**src/rtl/segment_reader_if.sv**
```systemverilog
// Bundle of the observed 7-segment drive and the decoded results.
//   segment     : observed drive {g,f,e,d,c,b,a}, 1 = lit
//   digit       : last accepted legal digit (0..9)
//   digit_valid : last accepted pattern is a legal digit
//   new_digit   : one-cycle pulse on acceptance of a new legal digit
//   up_pulse / down_pulse / jump_pulse : one-cycle step classification
//   bad_pattern : last accepted pattern is illegal
//   up_count / down_count : saturating event counts
// slave is the reader side, master is the side that drives segment.
interface segment_reader_if;
  logic [6:0] segment;
  logic [3:0] digit;
  logic       digit_valid;
  logic       new_digit;
  logic       up_pulse;
  logic       down_pulse;
  logic       jump_pulse;
  logic       bad_pattern;
  logic [7:0] up_count;
  logic [7:0] down_count;

  modport master (
    output segment,
    input  digit, digit_valid, new_digit, up_pulse, down_pulse, jump_pulse,
    input  bad_pattern, up_count, down_count
  );

  modport slave (
    input  segment,
    output digit, digit_valid, new_digit, up_pulse, down_pulse, jump_pulse,
    output bad_pattern, up_count, down_count
  );
endinterface

```
**src/rtl/segment_reader.sv**
```systemverilog
// Debounces an observed 7-segment drive and decodes it into a digit, with
// step classification (up / down / jump) and saturating up/down event counts.
//   clk : rising-edge clock
//   rst : asynchronous active-high reset
//   bus : segment_reader_if.slave (segment in; decoded results out)
module segment_reader #(
  parameter int unsigned STABLE_CYCLES = 2
) (
  input logic             clk,
  input logic             rst,
  segment_reader_if.slave bus
);

  localparam logic [3:0] StableCnt = 4'(STABLE_CYCLES);

  typedef enum logic [1:0] {StInit, StTrack, StBad} state_e;

  state_e     state_q, state_d;
  logic [6:0] sample_q;
  logic [3:0] run_q, run_d;
  logic [6:0] acc_q, acc_d;
  logic [3:0] digit_q, digit_d;
  logic       new_q, new_d;
  logic       up_q, up_d;
  logic       down_q, down_d;
  logic       jump_q, jump_d;
  logic [7:0] up_cnt_q, up_cnt_d;
  logic [7:0] dn_cnt_q, dn_cnt_d;

  logic       same;
  logic       reach;
  logic       accept;
  logic       legal;
  logic [3:0] dec;
  logic [3:0] nxt_digit;
  logic [3:0] prv_digit;

  always_comb begin
    legal = 1'b1;
    dec   = 4'd0;
    unique case (bus.segment)
      7'h3F: dec = 4'd0;
      7'h06: dec = 4'd1;
      7'h5B: dec = 4'd2;
      7'h4F: dec = 4'd3;
      7'h66: dec = 4'd4;
      7'h6D: dec = 4'd5;
      7'h7D: dec = 4'd6;
      7'h07: dec = 4'd7;
      7'h7F: dec = 4'd8;
      7'h6F: dec = 4'd9;
      default: legal = 1'b0;
    endcase
  end

  assign same = (bus.segment == sample_q);

  always_comb begin
    run_d = run_q;
    if (!same) begin
      run_d = 4'd1;
    end else if (run_q < StableCnt) begin
      run_d = run_q + 4'd1;
    end
  end

  // Reaching the threshold happens once per run: a saturated counter on an
  // unchanged sample is not a fresh arrival.
  assign reach  = (run_d == StableCnt) && !(same && (run_q == StableCnt));
  assign accept = reach && ((state_q == StInit) || (bus.segment != acc_q));

  assign nxt_digit = (digit_q == 4'd9) ? 4'd0 : digit_q + 4'd1;
  assign prv_digit = (digit_q == 4'd0) ? 4'd9 : digit_q - 4'd1;

  always_comb begin
    state_d  = state_q;
    acc_d    = acc_q;
    digit_d  = digit_q;
    new_d    = 1'b0;
    up_d     = 1'b0;
    down_d   = 1'b0;
    jump_d   = 1'b0;
    up_cnt_d = up_cnt_q;
    dn_cnt_d = dn_cnt_q;
    if (accept) begin
      acc_d = bus.segment;
      if (!legal) begin
        state_d = StBad;
      end else begin
        state_d = StTrack;
        digit_d = dec;
        new_d   = 1'b1;
        unique case (state_q)
          StTrack: begin
            if (dec == nxt_digit) begin
              up_d = 1'b1;
            end else if (dec == prv_digit) begin
              down_d = 1'b1;
            end else begin
              jump_d = 1'b1;
            end
          end
          default: ;
        endcase
      end
    end
    if (up_d && (up_cnt_q != 8'hFF)) up_cnt_d = up_cnt_q + 8'd1;
    if (down_d && (dn_cnt_q != 8'hFF)) dn_cnt_d = dn_cnt_q + 8'd1;
  end

  always_ff @(posedge clk or posedge rst) begin
    if (rst) begin
      state_q  <= StInit;
      sample_q <= 7'h00;
      run_q    <= 4'd0;
      acc_q    <= 7'h00;
      digit_q  <= 4'd0;
      new_q    <= 1'b0;
      up_q     <= 1'b0;
      down_q   <= 1'b0;
      jump_q   <= 1'b0;
      up_cnt_q <= 8'd0;
      dn_cnt_q <= 8'd0;
    end else begin
      state_q  <= state_d;
      sample_q <= bus.segment;
      run_q    <= run_d;
      acc_q    <= acc_d;
      digit_q  <= digit_d;
      new_q    <= new_d;
      up_q     <= up_d;
      down_q   <= down_d;
      jump_q   <= jump_d;
      up_cnt_q <= up_cnt_d;
      dn_cnt_q <= dn_cnt_d;
    end
  end

  assign bus.digit       = digit_q;
  assign bus.digit_valid = (state_q == StTrack);
  assign bus.bad_pattern = (state_q == StBad);
  assign bus.new_digit   = new_q;
  assign bus.up_pulse    = up_q;
  assign bus.down_pulse  = down_q;
  assign bus.jump_pulse  = jump_q;
  assign bus.up_count    = up_cnt_q;
  assign bus.down_count  = dn_cnt_q;

endmodule

```
**src/flat_wrapper.sv**
```systemverilog
// flat-port wrapper written by rule: the top's interface ports become plain ports
module segment_reader_flat 
#(
  parameter int unsigned STABLE_CYCLES = 2
)
  (clk, rst, bus_segment, bus_digit, bus_digit_valid, bus_new_digit, bus_up_pulse, bus_down_pulse, bus_jump_pulse, bus_bad_pattern, bus_up_count, bus_down_count);
  segment_reader_if bus_i ();
  input logic clk;
  input logic rst;
  input wire logic [$bits(bus_i.segment)-1:0] bus_segment;
  output wire logic [$bits(bus_i.digit)-1:0] bus_digit;
  output wire logic [$bits(bus_i.digit_valid)-1:0] bus_digit_valid;
  output wire logic [$bits(bus_i.new_digit)-1:0] bus_new_digit;
  output wire logic [$bits(bus_i.up_pulse)-1:0] bus_up_pulse;
  output wire logic [$bits(bus_i.down_pulse)-1:0] bus_down_pulse;
  output wire logic [$bits(bus_i.jump_pulse)-1:0] bus_jump_pulse;
  output wire logic [$bits(bus_i.bad_pattern)-1:0] bus_bad_pattern;
  output wire logic [$bits(bus_i.up_count)-1:0] bus_up_count;
  output wire logic [$bits(bus_i.down_count)-1:0] bus_down_count;
  assign bus_i.segment = bus_segment;
  assign bus_digit = bus_i.digit;
  assign bus_digit_valid = bus_i.digit_valid;
  assign bus_new_digit = bus_i.new_digit;
  assign bus_up_pulse = bus_i.up_pulse;
  assign bus_down_pulse = bus_i.down_pulse;
  assign bus_jump_pulse = bus_i.jump_pulse;
  assign bus_bad_pattern = bus_i.bad_pattern;
  assign bus_up_count = bus_i.up_count;
  assign bus_down_count = bus_i.down_count;
  segment_reader #(.STABLE_CYCLES(STABLE_CYCLES)) u_core (.clk(clk), .rst(rst), .bus(bus_i));
endmodule
```
**config.mk**
```make
export PLATFORM = sky130hd
export DESIGN_NAME = segment_reader_flat
export DESIGN_NICKNAME = d
export VERILOG_FILES = /design/src/rtl/segment_reader_if.sv /design/src/rtl/segment_reader.sv /design/src/flat_wrapper.sv
export SDC_FILE = /design/constraint.sdc
export NUM_CORES = 1
export LEC_CHECK = 0
export CORE_MARGIN = 2
export CORE_UTILIZATION = 35
export DETAILED_ROUTE_END_ITERATION = 16
export PLACE_DENSITY = 0.63
export SKIP_CTS_REPAIR_TIMING = 1
export SLEW_MARGIN = 5
export SYNTH_ARGS = -nofsm -noshare
export SYNTH_HDL_FRONTEND = slang
export SYNTH_SLANG_ARGS = --single-unit
export TNS_END_PERCENT = 10
```
**constraint.sdc**
```tcl
create_clock -name clk -period 2.7 [get_ports clk]
set_input_delay 0.54 -clock clk [delete_from_list [all_inputs] [get_ports clk]]
set_output_delay 0.54 -clock clk [all_outputs]
set_load 0.01 [all_outputs]
```
==> impl_metrics.env <==
export IMPL_status="completed"
export IMPL_netlist_top_cells_count="dfrtp_1 (44), xor2_1 (21), nor2_1 (14), nand2_1 (13), xnor2_1 (12)"
export IMPL_cp_top_family="simple AND/OR/NAND/NOR gates"
export IMPL_max_slew_worst_pin_slew_ns=0.626
export IMPL_portBuffers=34
export IMPL_dieArea_um2=8110
export IMPL_finalMaxSlewViolations=0
export IMPL_ys_ff_latch=44
export IMPL_grt_pass1_vias=2060
export IMPL_drt_first_iter_violations=56
export IMPL_synth_top_area_cell="dfrtp_1"
export IMPL_antenna_cells=0
export IMPL_synthesis_instances=245
export IMPL_synth_most_common_cell="dfrtp_1"
export IMPL_grt_pass1_wl_um=9670
export IMPL_wirelength_um=5960
export IMPL_track_usage=0.144
export IMPL_nNetsFinal=336
export IMPL_cts_tree="yes"
export IMPL_synth_seq_area_share=0.425
export IMPL_cp_cell_sequence="ha_1 > nor4b_2 > a21oi_1 > or4_4 > nor3_2 > buf_4 > o2111ai_4 > nor2_2 > mux2_4"
export IMPL_htree_levels=2
export IMPL_powerDensity_nw_per_um2=379
export IMPL_maxCapViolations=0
export IMPL_drc=0
export IMPL_cts_buffer_depth=2
export IMPL_syn_to_final_growth_pct=40.5
export IMPL_async_flop_share=1.00
export IMPL_finClkSkew_ns=0.00676
export IMPL_cts_root_buffer="clkbuf_8"
export IMPL_cp_slowest_cell="dfrtp_2"
export IMPL_cts_buffers=5
export IMPL_relSlewSlack=0.582
export IMPL_cpPeakStageDelay_ns=0.45
export IMPL_start_kind="flip-flop"
export IMPL_crit_type="reg2reg"
export IMPL_crit_path_end_kind="flip-flop"
export IMPL_syn_area_per_cell_um2=10.6
export IMPL_clk_pin_slew_ns=0.08
export IMPL_hold_violations=0
export IMPL_core_area_um2=7210
export IMPL_power_total_w=0.00138
export IMPL_synth_main_ff_cell="dfrtp_1"
export IMPL_cp_data_required_time_ns=2.89
export IMPL_tns_ns=0
export IMPL_row_count=31
export IMPL_clk_insertion_delay_late_ns=0.29
export IMPL_yosysUniqueCellTypes=52
export IMPL_antenna_found_initial=0
export IMPL_hpwl_um=4270
export IMPL_min_path_type="reg2reg"
export IMPL_ys_warn_count=0
export IMPL_grt_overflow=0
export IMPL_cp_max_fo=6
export IMPL_die_w_um=90.0
export IMPL_synth_top_area_frac=0.425
export IMPL_ios=35
export IMPL_synth_edf_count=0
export IMPL_fmax_mhz=386
export IMPL_num_vias=2111
export IMPL_start_util=0.359
export IMPL_syn_nets=258
export IMPL_final_antenna_net_count=0
export IMPL_viasPerCell=4.99
export IMPL_grt_max_degree=45
export IMPL_cts_sinks=44
export IMPL_vdd_drop_max_v=0.000275
export IMPL_critPathArrivalTime_ns=2.78
export IMPL_wl_per_cell_um=14.1
export IMPL_finish_utilization=0.505
export IMPL_fin_crit_ns=2.59
export IMPL_die_height_um=90.0
export IMPL_cp_buffers_inverters=1
export IMPL_dp_cells=410
export IMPL_finalSetupViolCount=0
export IMPL_ys_top_cells_by_area="dfrtp_1 (42%), xor2_1 (7.1%), mux2_2 (4.8%), xnor2_1 (4.1%), nor4_1 (2.7%)"
export IMPL_p_leak_nw=1.65
export IMPL_drive_above_1_share=0.333
export IMPL_nFillCells=679
export IMPL_syn_cell_area_um2=2590
export IMPL_first_pass_iters=4
export IMPL_finalNonFillerCells=423
export IMPL_finalWeightedCongestion=0.831
export IMPL_fin_crit_sh=0.961
-- worst reg2reg max path, cell delays in order, from the launching register on --
cell	delay (ns)
dfrtp_2	0.45
ha_1	0.22
nor4b_2	0.27
a21oi_1	0.06
or4_4	0.43
nor3_2	0.17
buf_4	0.16
o2111ai_4	0.19
nor2_2	0.23
mux2_4	0.31
-- stage by stage --
step | hold WS (ns) | setup slack, ns | cell area, um2
after global routing | 0.529 | -0.0329 | 3640
final | 0.505 | 0.107 | 3640
after detailed placement | 0.493 | -0.475 | 3310
after global placement | 0.489 | -0.387 | 3310
after floorplan | 0.501 | 0.122 | 2590
after CTS | 0.512 | -0.155 | 3400
-- where the power goes --
part | internal [W] | leakage (nW) | switching, W
registers | 0.000694 | 0.567 | 0.0000263
logic | 0.000123 | 1.04 | 0.000107
clock network | 0.000208 | 0.0445 | 0.000220
-- placed cells by master, fill, tap and decap left out, drive strengths merged, types with 3 or more instances in the layout --
| cell | synthesis | layout |
|---|---|---|
| a21oi | 7 | 7 |
| and3 | 3 | 3 |
| buf | 9 | 49 |
| clkbuf | 3 | 7 |
| clkdlybuf4s50 | 0 | 27 |
| dfrtp | 44 | 44 |
| dlymetal6s2s | 0 | 7 |
| ha | 4 | 4 |
| inv | 10 | 9 |
| mux2 | 12 | 12 |
| mux2i | 4 | 4 |
| nand2 | 13 | 13 |
| nand2b | 3 | 3 |
| nand3 | 10 | 10 |
| nand3b | 4 | 4 |
| nand4 | 6 | 6 |
| nor2 | 15 | 15 |
| nor2b | 3 | 3 |
| nor3 | 11 | 11 |
| nor4 | 12 | 12 |
| o2111ai | 3 | 3 |
| o21ai | 8 | 8 |
| o32ai | 3 | 3 |
| or3 | 4 | 4 |
| xnor2 | 12 | 12 |
| xor2 | 21 | 21 |
-- metal layers --
layer  GRT usage  up-vias  routed length [um]
li1            -     1031                   -
met1       0.185     1041                2720
met2       0.239       31                2980
met3      0.0327        8                 179
met4      0.0474        0                  76
met5           0        -                   0
-- cell families (layout without fill, tap and decap cells) --
kind of cell | Yosys count | after routing | share of synthesized area
buffers and inverters | 22 | 101 | 0.0439
xor gates and xnor gates | 33 | 33 | 0.112
DFF | 44 | 44 | 0.425
AOI/OAI and AO/OA | 28 | 28 | 0.104
and+or+nand+nor | 98 | 98 | 0.227
adders and majority gates | 4 | 4 | 0.0193
muxes | 16 | 16 | 0.0690
-- state kept, by name, summed over array words and instances (netlist names) --
signal and count:
u_core.bus.new_digit 1, u_core.bus.up_count 8, u_core.bus.down_pulse 1, u_core.bus.jump_pulse 1, u_core.acc_q 7, u_core.run_q 4
u_core.sample_q 7, u_core.bus.down_count 8, u_core.bus.digit 4, u_core.state_q 2, u_core.bus.up_pulse 1
-- final timing paths --
check                                                     startpoint                              endpoint  slack (ns)  cells after the start
min in group asynchronous                                        rst  u_core.bus.down_count[1]$_DFFE_PP0P_        0.69                      3
worst max register to register             u_core.run_q[1]$_DFF_PP0_    u_core.bus.up_count[1]$_DFFE_PP0P_        0.11                      9
worst min-delay path            u_core.bus.down_count[6]$_DFFE_PP0P_  u_core.bus.down_count[6]$_DFFE_PP0P_        0.50                      1
worst min register to register  u_core.bus.down_count[6]$_DFFE_PP0P_  u_core.bus.down_count[6]$_DFFE_PP0P_        0.50                      1
max in group asynchronous                                        rst             u_core.run_q[1]$_DFF_PP0_        1.61                      3
worst max-delay path                       u_core.run_q[1]$_DFF_PP0_    u_core.bus.up_count[1]$_DFFE_PP0P_        0.11                      9
-- layout make-up --
class                           instances  area, um2  share of cell area
Tap cell                               99        124              0.0340
Sequential cell                        44       1100               0.303
Clock inverter                          1       7.51             0.00206
Multi-Input combinational cell        179       1540               0.423
Clock buffer                            7       86.3              0.0237
Inverter                               10       37.5              0.0103
Timing Repair Buffer                   83        744               0.204
(Power assumes the default switching activity.)
